<file path="src/rtl/instruction_fetch_if.sv">
// Purpose: board/core-facing signal bundle of the instruction fetch stage.
// Signals:
//   btn_left_raw, btn_right_raw  raw push-buttons (into fetch)
//   sw_instr [INSTR_W]           switch word to be stored (into fetch)
//   PC [PC_W]                    core program counter (into fetch)
//   instruction [INSTR_W]        store word presented to core (out of fetch)
//   left_button, right_button    one-cycle debounced pulses (out of fetch)
//   cpu_reset                    core reset (out of fetch)
//   load_addr [PC_W]             next store slot to be written (out of fetch)
//   loading                      high while in LOAD mode (out of fetch)
// Modports: master = fetch stage, slave = board/core side.
interface instruction_fetch_if #(
   parameter int unsigned INSTR_W = 12,
   parameter int unsigned PC_W    = 3
);
   logic               btn_left_raw;
   logic               btn_right_raw;
   logic [INSTR_W-1:0] sw_instr;
   logic [PC_W-1:0]    PC;
   logic [INSTR_W-1:0] instruction;
   logic               left_button;
   logic               right_button;
   logic               cpu_reset;
   logic [PC_W-1:0]    load_addr;
   logic               loading;

   modport master (
      input  btn_left_raw, btn_right_raw, sw_instr, PC,
      output instruction, left_button, right_button, cpu_reset, load_addr, loading
   );

   modport slave (
      output btn_left_raw, btn_right_raw, sw_instr, PC,
      input  instruction, left_button, right_button, cpu_reset, load_addr, loading
   );
endinterface

</file>
<file path="src/rtl/instruction_fetch.sv">
// Purpose: upstream stage of the 3-bit-PC core. Debounces the left/right buttons into
//   one-cycle pulses, fills an 2**PC_W x INSTR_W store from the switches in LOAD mode and
//   serves instruction = mem[PC] to the core in RUN mode, holding the core in reset while
//   loading.
// Ports:
//   clk    system clock, all state on the rising edge
//   reset  synchronous active-high reset
//   bus    instruction_fetch_if.master (buttons, switches, PC in; instruction, pulses,
//          cpu_reset, load_addr, loading out)
// Build option: define IFETCH_READBACK_EN to present mem[load_addr] on instruction during
//   LOAD (otherwise zero is presented while loading).
module instruction_fetch #(
   parameter int unsigned DEBOUNCE_CYCLES = 500000,
   parameter int unsigned INSTR_W         = 12,
   parameter int unsigned PC_W            = 3
) (
   input  logic                clk,
   input  logic                reset,
   instruction_fetch_if.master bus
);

   localparam int unsigned     DEPTH     = 1 << PC_W;
   localparam int unsigned     CNT_W     = $clog2(DEBOUNCE_CYCLES + 1);
   localparam logic [CNT_W-1:0] CNT_MAX  = CNT_W'(DEBOUNCE_CYCLES);
   localparam logic [PC_W-1:0] ADDR_LAST = PC_W'(DEPTH - 1);

   typedef enum logic {ST_LOAD, ST_RUN} state_e;

   // Button index 0 = left, 1 = right
   logic [1:0]         raw;
   logic [1:0]         sync1_q;
   logic [1:0]         sync2_q;
   logic [1:0]         stable_q;
   logic [1:0]         pulse_q;
   logic [CNT_W-1:0]   cnt_q [2];

   state_e             state_q;
   logic [PC_W-1:0]    load_addr_q;
   logic [INSTR_W-1:0] mem_q [DEPTH];
   logic               left_q;
   logic               right_q;
   logic               cpu_reset_q;
   logic               loading_q;
   logic               lp;
   logic               rp;

   assign raw = {bus.btn_right_raw, bus.btn_left_raw};
   assign lp  = pulse_q[0];
   assign rp  = pulse_q[1];

   // Debounce: stable level flips once the synced level has disagreed for
   // DEBOUNCE_CYCLES+1 consecutive samples; only a 0->1 flip emits a pulse.
   always_ff @(posedge clk) begin
      if (reset) begin
         sync1_q  <= '0;
         sync2_q  <= '0;
         stable_q <= '0;
         pulse_q  <= '0;
         for (int unsigned i = 0; i < 2; i++) cnt_q[i] <= '0;
      end else begin
         sync1_q <= raw;
         sync2_q <= sync1_q;
         for (int unsigned i = 0; i < 2; i++) begin
            pulse_q[i] <= 1'b0;
            if (sync2_q[i] == stable_q[i]) begin
               cnt_q[i] <= '0;
            end else if (cnt_q[i] == CNT_MAX) begin
               stable_q[i] <= sync2_q[i];
               pulse_q[i]  <= sync2_q[i];
               cnt_q[i]    <= '0;
            end else begin
               cnt_q[i] <= CNT_W'(cnt_q[i] + 1'b1);
            end
         end
      end
   end

   // LOAD/RUN control, store writes and registered outputs
   always_ff @(posedge clk) begin
      if (reset) begin
         state_q     <= ST_LOAD;
         load_addr_q <= '0;
         left_q      <= 1'b0;
         right_q     <= 1'b0;
         cpu_reset_q <= 1'b1;
         loading_q   <= 1'b1;
         for (int unsigned i = 0; i < DEPTH; i++) mem_q[i] <= '0;
      end else begin
         left_q  <= 1'b0;
         right_q <= 1'b0;
         if (state_q == ST_LOAD) begin
            if (lp) begin
               // Left wins over a coincident right: leave without writing
               state_q     <= ST_RUN;
               cpu_reset_q <= 1'b0;
               loading_q   <= 1'b0;
            end else if (rp) begin
               mem_q[load_addr_q] <= bus.sw_instr;
               load_addr_q        <= PC_W'(load_addr_q + 1'b1);
               if (load_addr_q == ADDR_LAST) begin
                  state_q     <= ST_RUN;
                  cpu_reset_q <= 1'b0;
                  loading_q   <= 1'b0;
               end
            end
         end else begin
            if (lp && rp) begin
               // Chord returns to LOAD; store contents are kept
               state_q     <= ST_LOAD;
               load_addr_q <= '0;
               cpu_reset_q <= 1'b1;
               loading_q   <= 1'b1;
            end else begin
               left_q  <= lp;
               right_q <= rp;
            end
         end
      end
   end

   // Zero-latency store read toward the core
   always_comb begin
      bus.instruction = '0;
      if (state_q == ST_RUN) begin
         bus.instruction = mem_q[bus.PC];
      end else begin
`ifdef IFETCH_READBACK_EN
         bus.instruction = mem_q[load_addr_q];
`else
         bus.instruction = '0;
`endif
      end
   end

   assign bus.left_button  = left_q;
   assign bus.right_button = right_q;
   assign bus.cpu_reset    = cpu_reset_q;
   assign bus.load_addr    = load_addr_q;
   assign bus.loading      = loading_q;

endmodule
</file>
<file path="src/flat_wrapper.sv">
// flat-port wrapper written by rule: the top's interface ports become plain ports
module instruction_fetch_flat 
#(
   parameter int unsigned DEBOUNCE_CYCLES = 500000,
   parameter int unsigned INSTR_W         = 12,
   parameter int unsigned PC_W            = 3
)
  (clk, reset, bus_btn_left_raw, bus_btn_right_raw, bus_sw_instr, bus_PC, bus_instruction, bus_left_button, bus_right_button, bus_cpu_reset, bus_load_addr, bus_loading);
  instruction_fetch_if #(.INSTR_W(INSTR_W), .PC_W(PC_W)) bus_i ();
  input  logic clk;
  input  logic reset;
  input wire logic [$bits(bus_i.btn_left_raw)-1:0] bus_btn_left_raw;
  input wire logic [$bits(bus_i.btn_right_raw)-1:0] bus_btn_right_raw;
  input wire logic [$bits(bus_i.sw_instr)-1:0] bus_sw_instr;
  input wire logic [$bits(bus_i.PC)-1:0] bus_PC;
  output wire logic [$bits(bus_i.instruction)-1:0] bus_instruction;
  output wire logic [$bits(bus_i.left_button)-1:0] bus_left_button;
  output wire logic [$bits(bus_i.right_button)-1:0] bus_right_button;
  output wire logic [$bits(bus_i.cpu_reset)-1:0] bus_cpu_reset;
  output wire logic [$bits(bus_i.load_addr)-1:0] bus_load_addr;
  output wire logic [$bits(bus_i.loading)-1:0] bus_loading;
  assign bus_i.btn_left_raw = bus_btn_left_raw;
  assign bus_i.btn_right_raw = bus_btn_right_raw;
  assign bus_i.sw_instr = bus_sw_instr;
  assign bus_i.PC = bus_PC;
  assign bus_instruction = bus_i.instruction;
  assign bus_left_button = bus_i.left_button;
  assign bus_right_button = bus_i.right_button;
  assign bus_cpu_reset = bus_i.cpu_reset;
  assign bus_load_addr = bus_i.load_addr;
  assign bus_loading = bus_i.loading;
  instruction_fetch #(.DEBOUNCE_CYCLES(DEBOUNCE_CYCLES), .INSTR_W(INSTR_W), .PC_W(PC_W)) u_core (.clk(clk), .reset(reset), .bus(bus_i));
endmodule
</file>
<file path="config.mk">
export PLATFORM = sky130hd
export DESIGN_NAME = instruction_fetch_flat
export DESIGN_NICKNAME = d
export VERILOG_FILES = /design/src/rtl/instruction_fetch_if.sv /design/src/rtl/instruction_fetch.sv /design/src/flat_wrapper.sv
export SDC_FILE = /design/constraint.sdc
export NUM_CORES = 1
export LEC_CHECK = 0
export ABC_AREA = 1
export CORE_UTILIZATION = 30
export CTS_CLUSTER_DIAMETER = 50
export DETAILED_ROUTE_END_ITERATION = 12
export GPL_ROUTABILITY_DRIVEN = 0
export PLACE_DENSITY = 0.56
export SETUP_SLACK_MARGIN = 0.2
export SYNTH_ARGS = -nofsm -noshare
export SYNTH_HDL_FRONTEND = slang
export SYNTH_SLANG_ARGS = --single-unit
</file>
<file path="constraint.sdc">
create_clock -name clk -period 2.5 [get_ports clk]
set_clock_uncertainty 0.05 [all_clocks]
set_input_delay 0.5 -clock clk [delete_from_list [all_inputs] [get_ports clk]]
set_output_delay 0.5 -clock clk [all_outputs]
set_load 0.005 [all_outputs]
</file>
==> metrics.cfg, run 1 <==
[synth]
synthCells=806
synthDistinctLibCells=33
synth-seq-cells=149
synth_top_area_share_pct=54.68
synth_area_leader_cell=edfxtp_1
syn_avg_cell_area_um2=9.129
yosys_warnings=0
synth.area.top_cells=edfxtp_1 55%, nor2_1 14%, nand2_1 5.5%
ys_seq_area_share_pct=58.77
synth_area_um2=7358

[clock_network]
hold_buffers=0
cts_sinks=149
clock_path_buffers=2
htree_num_levels=4
cts_tree=yes
root_buffer=clkbuf_16
clock_latency_ns=0.42
cts_made_buffers=17
clk_pin_slew_worst_paths_ns=0.06

[power_and_ir_drop]
finalPower_mw=5.983
ir_drop_v=0.0003752
powerDensity_nw_per_um2=653.9
power_leakage_nw=3.574

[finish]
final_cell_mix=271 x nor2_1, 134 x edfxtp_1, 108 x nand2_1
area_delta_synth_final_pct=24.35
final_common_cell=nor2_1
drive_above_1_share_pct=11.73
fin_cells=1240
nNetsFinal=933
design_area_um2=9150
fillCellCount=2370
num_antenna_cells=0
regArea_um2=4325
multi_input_area_um2=2764

[setup_path]
rr_startpoint=u_core.state_q
cp-start-kind=primary input
path_depth=9
worstPathRequired_ns=1.95
path_buf_inv=4
worstPathCellList=buf_2, buf_12, bufbuf_16, nor2_1, o21ai_0, o211ai_1, nand2_1, nor2_2, buf_2
endpoint_kind=primary output
max_stage_delay_ns=0.28
cp_top_family=buffers and inverters
cpMostUsedCell=buf_2
crit_type=primary input to primary output
slowest_stage=bufbuf_16
startpoint=bus_PC[1]
reg2reg_depth=7
critPathMaxFanout=11
arrival_ns=1.71

[timing]
setup_viol=0
finalCriticalPeriod_ns=2.257
rsz0062_at_grt=true
hold_viol=0
fmax_mhz=443.0
fin_crit_sh_pct=90.28
report.final.slew_viol_count=0

[grt]
track_usage_pct=15.04
antenna_found_initial=0
grt_pass1_vias=5466
grt_max_degree=23
grt_pass1_wl_mm=28.30
grt-ovfl-total=0

[detailed_routing]
drc=0
drt_iter0_markers=412
avgViaCountPerCell=4.543
wl_per_cell_um=14.33
via_count=5633
wirelength_mm=17.77
drtAntennaViolNets=0
drt_pass1_iterations=5

[hold_path]
hp-start=u_core.sync1_q[1]
hp-class=register to register
hold_depth=2

[floorplan]
pin_count=38
die_w_um=158.6
row_count=56
dieHeight_um=158.6
initial_core_util_pct=30.98
core-area_um2=23750
die_area_um2=25160

[run_status]
status=completed

[placement]
post-dp-hpwl_mm=11.86
port_buffers=37
placed_area_um2=8373
dp_cells=1200

[job]
cap_viol_max_count=0

## synth_stat cells, drive strengths merged
library cell and number:
nand2 118, o31ai 1, xnor2 9, nor2 279, buf 22, o22ai 12, clkbuf 11, nand3b 3
o211ai 12, a21oi 14, and2 1, ha 6, edfxtp 134, nor3 3, a211o 1, dfxtp 15
inv 59, nand4 6, or2 1, nand3 36, conb 1, xor2 11, o21ai 51
## repair_timing
action	CTS	global route
gates cloned	3	2
hold endpoints to repair	0	0
setup buffers	2	1
endpoints found under the setup margin	12	34
pin swaps	10	11
gates resized for setup	45	20
## cells by family (layout without fill, tap and decap cells)
| kind of cell | Yosys count | in the layout | synth area share (%) |
|---|---|---|---|
| compound gates | 91 | 91 | 6.887 |
| xor+xnor | 20 | 20 | 2.381 |
| fa+ha+maj | 6 | 6 | 1.020 |
| buf+inv | 92 | 170 | 5.883 |
| flops | 149 | 149 | 58.77 |
| other cells | 1 | 38 | 0.05096 |
| simple gates | 447 | 447 | 25.01 |
## routing by layer
| metal | vias up | part of all wire (%) | GRT usage [%] | wire length (µm) |
|---|---|---|---|---|
| met4 | 0 | 1.2 | 4.396 | 207 |
| li1 | 2833 | - | - | - |
| met5 | - | 0 | 0 | 0 |
| met2 | 135 | 46 | 24.50 | 8233 |
| met1 | 2649 | 47 | 19.79 | 8425 |
| met3 | 16 | 5.1 | 3.538 | 904 |
## path summary, 6_finish.rpt
check	slack [ns]	end
max	0.24	bus_instruction[0]
min	0.35	u_core.sync2_q[1]
max reg2reg	0.47	u_core.mem_q[7][6]
min reg2reg	0.35	u_core.sync2_q[1]
## cell type report
class / count / area share [%]
flip-flops and latches: 149 / 47.27
multi-input cells: 602 / 30.21
repair buffers: 79 / 8.834
clock buffers: 18 / 4.690
well taps: 319 / 4.362
inverters: 59 / 2.420
clock inverters: 14 / 2.215
## flip-flops by register name, summed over array words and instances (netlist names)
signal                   flops
u_core.stable_q              2
u_core.bus.left_button       1
u_core.cnt_q                38
u_core.state_q               1
u_core.bus.cpu_reset         1
u_core.pulse_q               2
u_core.sync1_q               2
u_core.mem_q                96
u_core.bus.load_addr         3
u_core.bus.right_button      1
u_core.sync2_q               2
## where the power goes
group	internal [mW]	switching [mW]	leakage (nW)
Clock	1.68	1.04	0.300
Sequential	2.81	0.0569	1.45
Combinational	0.159	0.232	1.83
## worst min-delay path, delay by kind of cell, from the launching register on
kind,cells,cell delay [ns]
flip-flops,1,0.29
buffers and inverters,1,0.04
AND/OR/NAND/NOR,1,0.03
## through the flow
stage	util (%)	setup WS [ns]	hold slack [ns]	setup TNS, ns
3_5_place_dp	35.25	-0.5053	0.3440	-5.286
4_1_cts	38.25	0.2054	0.3527	0
3_3_place_gp	35.25	-0.4881	0.3444	-5.366
6_report	38.52	0.2429	0.3500	0
5_1_grt	38.52	0.1507	0.3706	0
2_1_floorplan	-	0.5958	0.3383	0
(Power assumes the default switching activity.)
==> run 2: changes to the inputs <==
- CTS_CLUSTER_SIZE: default -> 20
==> results of run 2 <==
The final DEF is identical to that of run 1; final timing and power are the same.
